[config.mk]
export PLATFORM = sky130hd
export DESIGN_NAME = wb_port_arbiter_flat
export DESIGN_NICKNAME = d
export VERILOG_FILES = /design/src/rtl/wb_port_arbiter_pkg.sv /design/src/rtl/wb_port_arbiter_if.sv /design/src/rtl/wb_port_arbiter_scoreboard.sv /design/src/rtl/wb_port_arbiter.sv /design/src/flat_wrapper.sv
export SDC_FILE = /design/constraint.sdc
export NUM_CORES = 1
export LEC_CHECK = 0
export BUFFER_PORTS_ARGS = -buffer_cell sky130_fd_sc_hd__buf_2
export CAP_MARGIN = 40
export CORE_UTILIZATION = 47
export CTS_CLUSTER_SIZE = 10
export DETAILED_ROUTE_END_ITERATION = 8
export HOLD_SLACK_MARGIN = 0.12
export PLACE_DENSITY = 0.8
export SLEW_MARGIN = 5
export SYNTH_ARGS = -nofsm -noshare
export SYNTH_HDL_FRONTEND = slang
export SYNTH_SLANG_ARGS = --single-unit
[constraint.sdc]
create_clock -name i_sys_clk -period 3.22 [get_ports i_sys_clk]
set_input_delay 0.644 -clock i_sys_clk [delete_from_list [all_inputs] [get_ports i_sys_clk]]
set_output_delay 0.644 -clock i_sys_clk [all_outputs]
set_load 0.02 [all_outputs]
[src/rtl/wb_port_arbiter_pkg.sv]
// Shared definitions for the register-file write-port arbiter: grant encoding
// and register-index constants.
package wb_port_arbiter_pkg;

    typedef enum logic [1:0] {
        GNT_NONE = 2'd0,
        GNT_PIPE = 2'd1,
        GNT_LLU  = 2'd2
    } gnt_e;

    // x0 is hardwired zero: never written, never marked busy
    localparam int REG_ZERO = 0;

endpackage

[src/rtl/wb_port_arbiter_if.sv]
// Bus bundle between the WB stage / LLU (master side) and the write-port
// arbiter (slave side), including the register-file write port and busy map.
interface wb_port_arbiter_if #(
    parameter int DATA_W = 32,
    parameter int ADDR_W = 5
);
    localparam int NREG = 1 << ADDR_W;

    logic              pipe_wr_en;
    logic [ADDR_W-1:0] pipe_waddr;
    logic [DATA_W-1:0] pipe_wdata;
    logic              pipe_stall;

    logic              llu_valid;
    logic [ADDR_W-1:0] llu_waddr;
    logic [DATA_W-1:0] llu_wdata;
    logic              llu_ready;
    logic              llu_issue;
    logic [ADDR_W-1:0] llu_issue_rd;

    logic [NREG-1:0]   rd_busy;
    logic              rd_wr_en;
    logic [ADDR_W-1:0] rd_waddr;
    logic [DATA_W-1:0] rd_wdata;

    modport slave (
        input  pipe_wr_en, pipe_waddr, pipe_wdata,
        input  llu_valid, llu_waddr, llu_wdata, llu_issue, llu_issue_rd,
        output pipe_stall, llu_ready, rd_busy, rd_wr_en, rd_waddr, rd_wdata
    );

    modport master (
        output pipe_wr_en, pipe_waddr, pipe_wdata,
        output llu_valid, llu_waddr, llu_wdata, llu_issue, llu_issue_rd,
        input  pipe_stall, llu_ready, rd_busy, rd_wr_en, rd_waddr, rd_wdata
    );

endinterface

[src/rtl/wb_port_arbiter_scoreboard.sv]
// Busy bitmap of registers waiting on an LLU result. A set and a clear of the
// same register in one cycle leaves it set (a newer LLU op targets it again).
module wb_scoreboard
    import wb_port_arbiter_pkg::*;
#(
    parameter int ADDR_W = 5
) (
    input  logic                   i_clk,
    input  logic                   i_rst,
    input  logic                   i_set_en,
    input  logic [ADDR_W-1:0]      i_set_idx,
    input  logic                   i_clr_en,
    input  logic [ADDR_W-1:0]      i_clr_idx,
    output logic [(1<<ADDR_W)-1:0] o_busy
);
    localparam int NREG = 1 << ADDR_W;

    logic [NREG-1:0] r_busy;

    always_ff @(posedge i_clk) begin
        if (i_rst) begin
            r_busy <= '0;
        end else begin
            for (int r = REG_ZERO + 1; r < NREG; r++) begin
                if (i_set_en && (i_set_idx == ADDR_W'(r)))
                    r_busy[r] <= 1'b1;
                else if (i_clr_en && (i_clr_idx == ADDR_W'(r)))
                    r_busy[r] <= 1'b0;
            end
            r_busy[REG_ZERO] <= 1'b0;
        end
    end

    assign o_busy = r_busy;

endmodule

[src/rtl/wb_port_arbiter.sv]
// Arbitrates the single register-file write port between the WB stage and the
// LLU; pipeline has priority until an LLU result has waited STARVE_LIMIT cycles.
module wb_port_arbiter
    import wb_port_arbiter_pkg::*;
#(
    parameter int DATA_W       = 32,
    parameter int ADDR_W       = 5,
    parameter int STARVE_LIMIT = 4,
    parameter int CNT_W        = 3
) (
    input  logic               i_sys_clk,
    input  logic               i_rst,
    wb_port_arbiter_if.slave   bus
);
    localparam int NREG = 1 << ADDR_W;

    logic [CNT_W-1:0]  r_starve_cnt;
    logic              r_wr_en;
    logic [ADDR_W-1:0] r_waddr;
    logic [DATA_W-1:0] r_wdata;

    gnt_e              w_gnt;
    logic              w_pipe_req;
    logic              w_llu_req;
    logic              w_force;
    logic              w_llu_hs;
    logic [NREG-1:0]   w_busy;

    assign w_pipe_req = bus.pipe_wr_en && (bus.pipe_waddr != ADDR_W'(REG_ZERO));
    assign w_llu_req  = bus.llu_valid;
    assign w_force    = (r_starve_cnt == CNT_W'(STARVE_LIMIT));

    always_comb begin
        w_gnt = GNT_NONE;
        if (w_force && w_llu_req)
            w_gnt = GNT_LLU;
        else if (w_pipe_req)
            w_gnt = GNT_PIPE;
        else if (w_llu_req)
            w_gnt = GNT_LLU;
    end

    // Handshakes are suppressed during reset so nothing is consumed by a dying state
    assign bus.llu_ready  = !i_rst && (w_gnt == GNT_LLU);
    assign bus.pipe_stall = !i_rst && w_pipe_req && (w_gnt == GNT_LLU);
    assign w_llu_hs       = w_llu_req && bus.llu_ready;

    always_ff @(posedge i_sys_clk) begin
        if (i_rst) begin
            r_starve_cnt <= '0;
        end else if (w_llu_req && (w_gnt != GNT_LLU)) begin
            if (!w_force)
                r_starve_cnt <= r_starve_cnt + CNT_W'(1);
        end else begin
            r_starve_cnt <= '0;
        end
    end

    // Address/data hold when idle; only the enable drops
    always_ff @(posedge i_sys_clk) begin
        if (i_rst) begin
            r_wr_en <= 1'b0;
            r_waddr <= '0;
            r_wdata <= '0;
        end else begin
            case (w_gnt)
                GNT_PIPE: begin
                    r_wr_en <= 1'b1;
                    r_waddr <= bus.pipe_waddr;
                    r_wdata <= bus.pipe_wdata;
                end
                GNT_LLU: begin
                    r_wr_en <= (bus.llu_waddr != ADDR_W'(REG_ZERO));
                    r_waddr <= bus.llu_waddr;
                    r_wdata <= bus.llu_wdata;
                end
                default: r_wr_en <= 1'b0;
            endcase
        end
    end

    assign bus.rd_wr_en = r_wr_en;
    assign bus.rd_waddr = r_waddr;
    assign bus.rd_wdata = r_wdata;

    wb_scoreboard #(.ADDR_W(ADDR_W)) u_scoreboard (
        .i_clk     (i_sys_clk),
        .i_rst     (i_rst),
        .i_set_en  (bus.llu_issue),
        .i_set_idx (bus.llu_issue_rd),
        .i_clr_en  (w_llu_hs),
        .i_clr_idx (bus.llu_waddr),
        .o_busy    (w_busy)
    );

    assign bus.rd_busy = w_busy;

endmodule

[src/flat_wrapper.sv]
// flat-port wrapper written by rule: the top's interface ports become plain ports
module wb_port_arbiter_flat import wb_port_arbiter_pkg::*;
#(
    parameter int DATA_W       = 32,
    parameter int ADDR_W       = 5,
    parameter int STARVE_LIMIT = 4,
    parameter int CNT_W        = 3
)
  (i_sys_clk, i_rst, bus_pipe_wr_en, bus_pipe_waddr, bus_pipe_wdata, bus_llu_valid, bus_llu_waddr, bus_llu_wdata, bus_llu_issue, bus_llu_issue_rd, bus_pipe_stall, bus_llu_ready, bus_rd_busy, bus_rd_wr_en, bus_rd_waddr, bus_rd_wdata);
  wb_port_arbiter_if #(.DATA_W(DATA_W), .ADDR_W(ADDR_W)) bus_i ();
  input  logic i_sys_clk;
  input  logic i_rst;
  input wire logic [$bits(bus_i.pipe_wr_en)-1:0] bus_pipe_wr_en;
  input wire logic [$bits(bus_i.pipe_waddr)-1:0] bus_pipe_waddr;
  input wire logic [$bits(bus_i.pipe_wdata)-1:0] bus_pipe_wdata;
  input wire logic [$bits(bus_i.llu_valid)-1:0] bus_llu_valid;
  input wire logic [$bits(bus_i.llu_waddr)-1:0] bus_llu_waddr;
  input wire logic [$bits(bus_i.llu_wdata)-1:0] bus_llu_wdata;
  input wire logic [$bits(bus_i.llu_issue)-1:0] bus_llu_issue;
  input wire logic [$bits(bus_i.llu_issue_rd)-1:0] bus_llu_issue_rd;
  output wire logic [$bits(bus_i.pipe_stall)-1:0] bus_pipe_stall;
  output wire logic [$bits(bus_i.llu_ready)-1:0] bus_llu_ready;
  output wire logic [$bits(bus_i.rd_busy)-1:0] bus_rd_busy;
  output wire logic [$bits(bus_i.rd_wr_en)-1:0] bus_rd_wr_en;
  output wire logic [$bits(bus_i.rd_waddr)-1:0] bus_rd_waddr;
  output wire logic [$bits(bus_i.rd_wdata)-1:0] bus_rd_wdata;
  assign bus_i.pipe_wr_en = bus_pipe_wr_en;
  assign bus_i.pipe_waddr = bus_pipe_waddr;
  assign bus_i.pipe_wdata = bus_pipe_wdata;
  assign bus_i.llu_valid = bus_llu_valid;
  assign bus_i.llu_waddr = bus_llu_waddr;
  assign bus_i.llu_wdata = bus_llu_wdata;
  assign bus_i.llu_issue = bus_llu_issue;
  assign bus_i.llu_issue_rd = bus_llu_issue_rd;
  assign bus_pipe_stall = bus_i.pipe_stall;
  assign bus_llu_ready = bus_i.llu_ready;
  assign bus_rd_busy = bus_i.rd_busy;
  assign bus_rd_wr_en = bus_i.rd_wr_en;
  assign bus_rd_waddr = bus_i.rd_waddr;
  assign bus_rd_wdata = bus_i.rd_wdata;
  wb_port_arbiter #(.DATA_W(DATA_W), .ADDR_W(ADDR_W), .STARVE_LIMIT(STARVE_LIMIT), .CNT_W(CNT_W)) u_core (.i_sys_clk(i_sys_clk), .i_rst(i_rst), .bus(bus_i));
endmodule
-- Word-level counts from Yosys, hierarchy flattened
Index checks and enable logic that the tools add are counted.
- reduce and logical (&&, ||, !) cells: 105
- bitwise logic cells: 1
- order comparisons: 0
- add/subtract/negate cells: 1
- div/mod/pow operators: 0
- $mul: 0
- shift operators: 0
- equal/unequal tests: 66
- multiplexer cells: 68
- operators with widths (kind ; number):
    $eq A5 B5 Y1 const B ; 32
    $eq A5 B4 Y1 const B ; 16
    $logic_and A1 B1 Y1 ; 69
    $pmux W32 S2 ; 1
    $reduce_bool A2 Y1 ; 32
    $mux W1 ; 62
    $eq A5 B3 Y1 const B ; 8
    $eq A5 B2 Y1 const B ; 4
    $eq A5 B1 Y1 const B ; 2
    $pmux W5 S2 ; 1
    $reduce_bool A5 Y1 ; 2
    $mux W2 ; 3
    $add A3 B1 Y3 const B ; 1
    $eq A3 B3 Y1 const B ; 1
    $eq A2 B1 Y1 const B ; 1
    $eq A2 B2 Y1 const B ; 1
    $ne A2 B2 Y1 const B ; 1
    $pmux W1 S2 ; 1
    $reduce_or A2 Y1 ; 1
    $logic_not A1 Y1 ; 1
    $not A1 Y1 ; 1
- memories kept: 0
- input port bits: 84
- memory bits (writable): 0
- bits in registers: 73
- latch bits: 0
- bits in read-only memories: 0

-- Depth between registers and ports, before layout
Gate-level depths: netlist of run 1.
- depth after elaboration: 10
- depth in mapped cells: 11
- depth with buffers taken out: 8

-- Cells and area by module
From an unflattened synthesis of run 1, not the netlist that was laid out.
- cells, all modules: 340
- area total of the unflattened synthesis: 3353.2 um^2
- by module, submodules not included (module ; cells each ; instances ; sequential area each (um^2) ; area each (um^2)):
    wb_port_arbiter ; 203 ; 1 ; 820.8 ; 2054.5
    wb_scoreboard ; 137 ; 1 ; 620.6 ; 1298.7

-- Least setup slack after synthesis of run 1
OpenSTA, ideal clock, no wires.
- kind: input-to-output
- start: in bus_pipe_waddr[4]
- end: out bus_pipe_stall
- data arrival time: 2697 ps
- stages on the path: 8
- path slack: -121 ps
- path through: or4_4 -> o21ai_4 -> o21a_1 -> ha_1 -> buf_4 -> buf_6 -> nor2b_1 -> nor2b_1
- longest elaborated chain between the ends: 6
- elaborated cells on any way between the ends: 7
- classes of those cells: eq/ne: 1; mux: 2; reduce/logical: 4
- ends and longest elaborated chain (element ; RTL line ; source):
    start: declaration ; flat_wrapper.sv:14 ; input wire logic [$bits(bus_i.pipe_waddr)-1:0] bus_pipe_waddr;
    $reduce_bool A5 Y1 (*) ; wb_port_arbiter.sv:29 ; assign w_pipe_req = bus.pipe_wr_en && (bus.pipe_waddr != ADDR_W'(REG_ZERO));
    $logic_and A1 B1 Y1 (*) ; wb_port_arbiter.sv:29 ;
    $mux W2 ; wb_port_arbiter.sv:37 ; else if (w_pipe_req)
    $mux W2 ; wb_port_arbiter.sv:35 ; if (w_force && w_llu_req)
    $eq A2 B2 Y1 ; wb_port_arbiter.sv:45 ; assign bus.pipe_stall = !i_rst && w_pipe_req && (w_gnt == GNT_LLU);
    $logic_and A1 B1 Y1 (*) ; wb_port_arbiter.sv:45 ;
    end: declaration ; flat_wrapper.sv:21 ; output wire logic [$bits(bus_i.pipe_stall)-1:0] bus_pipe_stall;
Mark *: on every way between the ends. The rest lies on a longest branch, timed or not.

-- Worst setup path after layout of run 1
Same ends and word-level chain as after synthesis.

==> results.json, run 1 <==
{
  "met3_usage_pct": 5.02,
  "slew_headroom_pct": 45.8,
  "finalPower_mw": 2.15,
  "synth_edf_count": 0,
  "synth-main-ff-cell": "dfxtp_1",
  "outcome": "complete, no violations",
  "diodes": 0,
  "drive_gt1_share_pct": 44.8,
  "rows": 30,
  "r2r_cells": 9,
  "yosysMostFrequentCell": "dfxtp_1",
  "grt_max_degree": 35,
  "routabilityCongestion": 0.819,
  "tightest_slew_ps": 812,
  "vias_per_cell": 5.38,
  "via_count": 3138,
  "port_buffers": 154,
  "synth.top_cell.area_share_pct": 42.4,
  "die_y_um": 87.0,
  "dieArea_um2": 7580,
  "layout.nets": 571,
  "drt-total-wl_um": 9260,
  "hpwl_um": 6810,
  "vdd_drop_max_v": 0.000245,
  "area_growth_pct": 29.8,
  "synth_nets": 429,
  "cts_setup_buffers": 0,
  "synth.distinct_cells": 38,
  "slew_violations": 0,
  "final_area_um2": 4410,
  "core_area_um2": 6910,
  "path_max_fanout": 5,
  "fin_tns_setup_ps": 0,
  "critPathLaunchType": "input port",
  "fin_crit_ps": 2920,
  "cts_tree": "yes",
  "avgSynthCellArea_um2": 9.97,
  "synth_area_um2": 3400,
  "grt_pass1_vias": 3068,
  "holdPathStages": 2,
  "grt_usage_pct": 23.9,
  "cts_resized": 0,
  "grtUsageMet1_pct": 28.0,
  "synth_area_leaders": "dfxtp_1 (42%), mux2_2 (12%), mux2i_1 (11%)",
  "drtAntennaViolNets": 0,
  "met2_usage_pct": 42.1,
  "ys_ff_latch": 72,
  "grt_antenna_before_repair": 0,
  "final_util_pct": 63.9,
  "clk_pin_slew_ps": 70,
  "crit_slowest_cell": "or4_4",
  "die_x_um": 87.0,
  "postCtsHoldBufs": 0,
  "period_share_pct": 90.8,
  "required_ps": 2580,
  "max_stage_delay_ps": 540,
  "path_class": "in -> out",
  "synthTopCellsByCount": "dfxtp_1 (72), nor2_1 (44), mux2_2 (37), mux2i_1 (37), o21ai_0 (23)",
  "synthCells": 341,
  "busiest_layer": "met2",
  "hold_viol": 0,
  "worstPathCellList": "buf_2 > or4_4 > o21ai_4 > o21a_1 > ha_2 > nor2b_2 > nor2b_2 > buf_2",
  "drt-pass1-iter-count": 4,
  "endpoint_kind": "output port",
  "drt_iter0_markers": 159,
  "fmax_ghz": 0.342,
  "synth_largest_area_cell": "dfxtp_1",
  "place_area_um2": 4190,
  "p_leak_nw": 2.08,
  "ctsHtreeMaxLevel": 3,
  "cap_violations": 0,
  "cts.root.buffer_cell": "clkbuf_8",
  "rsz0062_at_grt": "false",
  "clock_latency_ps": 330,
  "powerDensity_nw_per_um2": 487,
  "arrival_ps": 2280,
  "grt-ovfl-total": 0,
  "hp-class": "reg -> reg",
  "ios": 156,
  "clk_path_buf_depth": 2,
  "start_util_pct": 49.2,
  "numCtsBuffers": 9,
  "ff2ff_setup_slack_ps": 830,
  "route.detailed.drc": 0,
  "routedWlPerCell_um": 15.9,
  "setup_viol": 0,
  "grt_pass1_wl_um": 14100,
  "ys_warn_count": 0,
  "yosysSeqAreaShare_pct": 42.4,
  "clock_skew_ps": 7.02,
  "clock-sinks": 72,
  "async_reset_ff_share_pct": 0
}
-- per-stage QoR --
step | setup slack (ps) | hold slack [ps] | instances
2_1_floorplan | 60.6 | 448 | 341
3_3_place_gp | 324 | 462 | 568
3_5_place_dp | 160 | 478 | 568
4_1_cts | 301 | 487 | 583
5_1_grt | 196 | 516 | 583
6_report | 296 | 487 | 583
-- worst max-delay path: cells and delay by family --
kind | cells | cell delay (ps)
buffers and inverters | 2 | 270
AOI/OAI and AO/OA | 2 | 350
and+or+nand+nor | 3 | 840
adders and majority gates | 1 | 170
-- registers in the layout (all words and copies together) (netlist names) --
| name | cells |
|---|---|
| u_core.bus.rd_wdata | 32 |
| u_core.r_starve_cnt | 3 |
| u_core.u_scoreboard.o_busy | 31 |
| u_core.bus.rd_waddr | 5 |
| u_core.bus.rd_wr_en | 1 |
-- logic make-up (layout without fill, tap and decap cells) --
group                    Yosys count  after routing  synth area share, %
AND/OR/NAND/NOR                   91             91                 14.7
multiplexers                      74             74                 23.2
adder cells (fa/ha/maj)            4              4                 1.47
AO/OA/AOI/OAI                     64             64                 12.7
flip-flops                        72             72                 42.4
other                              1              1                0.110
buffers and inverters             34            180                 5.19
XOR/XNOR                           1              1                0.258
-- layer usage --
metal,routed length (um),part of all wire (%)
met3,537,5.8
met5,0,0
met4,138,1.5
met2,4830,52
met1,3760,41
-- report_power, final --
group	total, mW	internal, mW	switching (mW)	leakage [nW]
Clock	0.786	0.474	0.312	0.112
Sequential	0.962	0.939	0.0228	0.588
Combinational	0.400	0.174	0.227	1.38
-- cells in the final DEF, fill, tap and decap left out, types with 2 or more instances in the layout --
cell type / count
buf_2: 154
dfxtp_1: 72
nor2_1: 44
mux2_2: 37
mux2i_1: 37
o21ai_0: 23
o211ai_1: 17
clkbuf_8: 11
nand2_1: 9
o311ai_0: 8
inv_1: 7
nand3_1: 6
o21ai_1: 5
nand2b_1: 4
nor4_1: 4
o32ai_1: 4
nand3b_1: 4
or3_1: 3
nor2b_1: 3
buf_4: 3
a21oi_1: 2
nor2b_2: 2
nand4b_4: 2
nand4b_1: 2
nor4b_1: 2
o311ai_1: 2
ha_2: 2
ha_1: 2
bufinv_16: 2
-- worst paths after layout --
check                                   endpoint                           start
setup reg to reg  u_core.u_scoreboard.o_busy[22]          u_core.r_starve_cnt[0]
setup / recovery                  bus_pipe_stall               bus_pipe_waddr[4]
hold / removal    u_core.u_scoreboard.o_busy[25]  u_core.u_scoreboard.o_busy[25]
hold reg to reg   u_core.u_scoreboard.o_busy[25]  u_core.u_scoreboard.o_busy[25]
-- layout make-up --
cell class | instances | area (um^2)
clock buffer | 12 | 155
tap | 96 | 120
sequential | 72 | 1440
fill | 599 | 2490
clock inverter | 3 | 65.1
inverter | 7 | 26.3
multi-input combinational | 235 | 1790
timing repair buffer | 158 | 813
(Power assumes the default switching activity.)
==> run 2, diff against run 1 <==
--- a/config.mk
+++ b/config.mk
@@ -7,11 +7,11 @@
 export LEC_CHECK = 0
 export BUFFER_PORTS_ARGS = -buffer_cell sky130_fd_sc_hd__buf_2
 export CAP_MARGIN = 40
-export CORE_UTILIZATION = 47
+export CORE_UTILIZATION = 50
 export CTS_CLUSTER_SIZE = 10
 export DETAILED_ROUTE_END_ITERATION = 8
 export HOLD_SLACK_MARGIN = 0.12
-export PLACE_DENSITY = 0.8
+export PLACE_DENSITY = 0.85
 export SLEW_MARGIN = 5
 export SYNTH_ARGS = -nofsm -noshare
 export SYNTH_HDL_FRONTEND = slang
==> constraint.sdc (replaced) <==
create_clock -name i_sys_clk -period 3.4 [get_ports i_sys_clk]
set_input_delay 0.68 -clock i_sys_clk [delete_from_list [all_inputs] [get_ports i_sys_clk]]
set_output_delay 0.68 -clock i_sys_clk [all_outputs]
set_load 0.02 [all_outputs]
==> run 2 against run 1 <==
Net effect: the flow now finishes with violations (DRC); final area is 1.4% lower; clock power decreased by 24%; first-iteration DRC count increased by 35%; non-clock buffer count unchanged; worst setup slack better by 35 ps; routed wire length is 0.41% lower; global-route usage up 1.8 points; total power shrank 12%; final cell count decreased by 3.1%; register-to-register slack gained 180 ps; clock-buffer cell count fell by 3.
==> results.json, run 2 (synthesized netlist as in run 1, its figures left out) <==
{
  "outcome": "finished, violations left",
  "violations": "DRC",
  "path_max_fanout": 5,
  "rows": 29,
  "postCtsHoldBufs": 0,
  "required_ps": 2720,
  "top_layer": "met4",
  "ctsHtreeMaxLevel": 3,
  "fillCellCount": 527,
  "clk_path_buf_depth": 2,
  "routedWlPerCell_um": 16.3,
  "fin_tns_setup_ps": 0,
  "grt_usage_pct": 25.7,
  "rsz0062_at_grt": "false",
  "final_util_pct": 67.4,
  "dr_wl_met2_um": 4690,
  "cts.root.buffer_cell": "clkbuf_8",
  "path_class": "in -> out",
  "clk_pin_slew_ps": 80,
  "fin_crit_ps": 3070,
  "dr_wl_met3_um": 612,
  "hold_slack_ps": 477,
  "vias_per_cell": 5.61,
  "drt-total-wl_um": 9220,
  "hpwl_um": 6610,
  "drt-met1-wl_um": 3680,
  "area_growth_pct": 28.0,
  "clock_latency_ps": 350,
  "start_util_pct": 52.6,
  "critPathLaunchType": "input port",
  "grt_pass1_wl_um": 14300,
  "core_area_um2": 6460,
  "crit_slowest_cell": "or4_4",
  "drtAntennaViolNets": 0,
  "p_leak_nw": 2.05,
  "diodes": 0,
  "layout.nets": 571,
  "setup_viol": 0,
  "dieArea_um2": 7130,
  "grt_pass1_vias": 2938,
  "grt_max_degree": 46,
  "fmax_ghz": 0.326,
  "final_cell_mix": "buf_2 (154), dfxtp_1 (72), nor2_1 (44), mux2_2 (37), mux2i_1 (37)",
  "max_stage_delay_ps": 550,
  "cts_tree": "yes",
  "cap_violations": 0,
  "drive_gt1_share_pct": 44.9,
  "layout_commonest_cell": "buf_2",
  "vdd_drop_max_v": 0.000267,
  "grt_antenna_before_repair": 0,
  "clock-sinks": 72,
  "routabilityCongestion": 0.823,
  "cts_setup_buffers": 0,
  "port_buffers": 154,
  "route.detailed.drc": 7,
  "slew_violations": 0,
  "hp-class": "reg -> reg",
  "grt-ovfl-total": 0,
  "critPathBufInv": 2,
  "finalPower_mw": 1.89,
  "arrival_ps": 2390,
  "clock_skew_ps": 10.6,
  "die_y_um": 84.5,
  "drt_iter0_markers": 214,
  "endpoint_kind": "output port",
  "via_count": 3170,
  "ios": 156,
  "cts_resized": 0,
  "worst_path_most_repeated_cell": "buf_2",
  "powerDensity_nw_per_um2": 434,
  "die_x_um": 84.5,
  "worstPathCellList": "buf_2 > or4_4 > o21ai_4 > o21a_1 > ha_2 > nor2b_1 > nor2b_2 > buf_2",
  "period_share_pct": 90.3,
  "hold_viol": 0,
  "largest_reg_flops": 32,
  "numCtsBuffers": 9,
  "cp_top_family": "simple AND/OR/NAND/NOR gates",
  "drt-pass1-iter-count": 7
}
run 2: final timing paths:
kind,from,depth (start not counted),slack [ps],end
max,bus_pipe_waddr[4],8,330,bus_pipe_stall
min,u_core.r_starve_cnt[1],2,480,u_core.r_starve_cnt[1]
max reg2reg,u_core.r_starve_cnt[0],9,1010,u_core.u_scoreboard.o_busy[12]
min reg2reg,u_core.r_starve_cnt[1],2,480,u_core.r_starve_cnt[1]
run 2: final cells by class:
class | instances | area, um^2 | area share [%]
clock buffer | 9 | 124 | 2.85
multi-input combinational | 235 | 1790 | 41.1
inverter | 7 | 26.3 | 0.604
clock inverter | 7 | 48.8 | 1.12
timing repair buffer | 158 | 826 | 19.0
tap | 77 | 96.3 | 2.21
sequential | 72 | 1440 | 33.1
run 2: worst reg2reg max path, cell delays in order (launching register included):
cell and delay, ps:
dfxtp_1 320, inv_1 90, ha_1 160, and2_1 270, a21o_1 160, ha_2 210
buf_12 260, nand4b_4 220, o311ai_0 430, o21ai_1 120
run 2: report_power, final:
part           internal, mW  leakage, nW  switching (mW)
Combinational         0.166         1.38           0.215
Clock                 0.262       0.0772           0.333
Sequential            0.889        0.588          0.0226
Total                  1.32         2.05           0.571
run 2: through the flow:
| stage | cell area [um^2] | cells | worst slack, ps |
|---|---|---|---|
| final | 4350 | 565 | 331 |
| after global routing | 4350 | 565 | 260 |
| after CTS | 4350 | 565 | 314 |
| after detailed placement | 4180 | 549 | 312 |
| after global placement | 4180 | 549 | 396 |
| after floorplan | 3400 | 341 | 40.1 |
run 2: routing by layer:
metal  global-route usage, %  up-vias
li1                        -     1518
met1                    30.4     1468
met2                    44.8      158
met3                    5.60       26
met4                    11.9        0
met5                       0        -
==> run 3, diff against run 2 <==
==> constraint.sdc (replaced) <==
create_clock -name i_sys_clk -period 3.4 [get_ports i_sys_clk]
set_input_delay 0.85 -clock i_sys_clk [delete_from_list [all_inputs] [get_ports i_sys_clk]]
set_output_delay 0.85 -clock i_sys_clk [all_outputs]
set_load 0.02 [all_outputs]
==> run 3 against run 2 <==
Net effect: register-to-register slack improved by 50 ps; sequential share of layout area is 1.0 points lower; first-iteration DRC count decreased by 37%; critical endpoint unchanged; final cell count rose by 0.18%; critical path type unchanged; highest routed layer unchanged; flip-flop and latch count unchanged; routed wire length shrank 2.6%; via count grew 0.47%; combinational power about the same; the flow still finishes with violations (DRC).
==> results.json, run 3 (synthesized netlist as in run 1, its figures left out) <==
{
  "cap_violations": 0,
  "drive_gt1_share_pct": 45.2,
  "ff2ff_setup_slack_ps": 1060,
  "p_comb_share_pct": 16.6,
  "layout_commonest_cell": "buf_2",
  "routedWlPerCell_um": 15.9,
  "largest_reg_flops": 32,
  "hold_viol": 0,
  "critPathLaunchType": "input port",
  "grt_antenna_before_repair": 0,
  "setup_slack_ps": 66.1,
  "multi_input_area_um2": 1800,
  "grt_pass1_wl_um": 14000,
  "drt-pass1-iter-count": 6,
  "route.detailed.drc": 7,
  "r2r_cells": 9,
  "clock_latency_ps": 340,
  "r2r-start": "u_core.r_starve_cnt[0]",
  "cts_tree": "yes",
  "ctsHtreeMaxLevel": 3,
  "cts_setup_buffers": 0,
  "final_util_pct": 69.5,
  "clock_skew_ps": 6.03,
  "clk_pin_slew_ps": 70,
  "rows": 29,
  "grt_usage_pct": 25.0,
  "die_y_um": 84.5,
  "rr_endpoint": "u_core.u_scoreboard.o_busy[28]",
  "regArea_um2": 1440,
  "dieArea_um2": 7130,
  "period_share_pct": 98.1,
  "powerDensity_nw_per_um2": 508,
  "hp-class": "reg -> reg",
  "violations": "DRC",
  "diodes": 0,
  "setup_viol": 0,
  "drt_iter0_markers": 135,
  "clock-sinks": 72,
  "fmax_ghz": 0.300,
  "port_buffers": 154,
  "arrival_ps": 2480,
  "path_class": "in -> out",
  "fin_tns_setup_ps": 0,
  "cts.root.buffer_cell": "clkbuf_8",
  "numCtsBuffers": 9,
  "via_count": 3185,
  "core_area_um2": 6460,
  "slew_violations": 0,
  "start_util_pct": 52.6,
  "hpwl_um": 6410,
  "pwr-share-clk_pct": 43.4,
  "swShare_pct": 24.1,
  "vdd_drop_max_v": 0.000361,
  "p_leak_nw": 2.12,
  "finalPower_mw": 2.28,
  "drtAntennaViolNets": 0,
  "cts_resized": 0,
  "required_ps": 2550,
  "endpoint_kind": "output port",
  "slew_headroom_pct": 47.3,
  "fin_crit_ps": 3330,
  "fillCellCount": 513,
  "layout.nets": 572,
  "rsz0062_at_grt": "false",
  "grt_max_degree": 46,
  "die_x_um": 84.5,
  "vias_per_cell": 5.63,
  "outcome": "finished, violations left",
  "p_sw_mw": 0.548,
  "postCtsHoldBufs": 0,
  "grt_pass1_vias": 3051,
  "drt-total-wl_um": 8980,
  "post-place-ws_ps": 41.1,
  "clk_path_buf_depth": 2,
  "grt-ovfl-total": 0,
  "routabilityCongestion": 0.802,
  "startpoint": "bus_pipe_waddr[4]",
  "path_max_fanout": 5,
  "p_seq_share_pct": 40.0,
  "area_growth_pct": 32.0,
  "tightest_slew_ps": 790,
  "final_cell_mix": "buf_2 (154), dfxtp_1 (72), nor2_1 (44), mux2_2 (37), mux2i_1 (37)",
  "endpoint": "bus_pipe_stall",
  "min_from": "u_core.r_starve_cnt[1]",
  "hold_slack_ps": 480,
  "ios": 156,
  "internal_power_mw": 1.73
}
run 3: cell types whose count changed in the layout (fill, tap and decap cells not counted):
cell,before,now
buf_12,2,1
clkinvlp_4,4,0
nor2b_2,1,0
buf_4,2,4
nor2b_4,0,2
nor2b_1,4,3
bufinv_16,0,5
clkinv_2,2,0
clkbuf_8,9,11
clkinv_4,1,0
run 3: final cells by class:
| cell class | count | area share (%) |
|---|---|---|
| Inverter | 7 | 0.585 |
| Multi-Input combinational cell | 235 | 40.1 |
| Tap cell | 77 | 2.15 |
| Timing Repair Buffer | 159 | 18.3 |
| Sequential cell | 72 | 32.1 |
| Clock buffer | 11 | 3.37 |
| Clock inverter | 5 | 3.35 |
run 3: worst min path at each step:
stage | slack (ps) | to | cells past startpoint
floorplan | 450 | u_core.r_starve_cnt[1] | 2
global placement | 460 | u_core.r_starve_cnt[1] | 2
detailed placement | 470 | u_core.r_starve_cnt[1] | 2
CTS | 480 | u_core.r_starve_cnt[1] | 2
global route | 510 | u_core.r_starve_cnt[1] | 2
finish | 480 | u_core.r_starve_cnt[1] | 2
run 3: metal layers:
layer  vias up  GRT usage, %  share of wire (%)
met5         -             0                  0
met4         0          13.7                2.6
met3        23          6.00                6.7
met2       133          43.4                 51
met1      1503          28.5                 40
li1       1526             -                  -
run 3: stage by stage:
step	instances	cell area, um^2
finish	566	4490
global route	566	4490
CTS	566	4490
detailed placement	550	4190
global placement	550	4190
floorplan	341	3420
run 3: critical path, stage by stage:
cell and delay, ps:
buf_2 110, or4_4 550, o21ai_4 190, o21a_1 140, ha_2 200, nor2b_4 150
nor2b_4 130, buf_2 160
run 3: power groups by stage:
stage | Clock, mW | Combinational [mW] | Sequential (mW)
floorplan | 0 | 0.194 | 0.985
global placement | 0 | 0.367 | 0.928
detailed placement | 0 | 0.376 | 0.930
CTS | 0.999 | 0.380 | 0.912
global route | 1.04 | 0.406 | 0.918
finish | 0.988 | 0.378 | 0.912
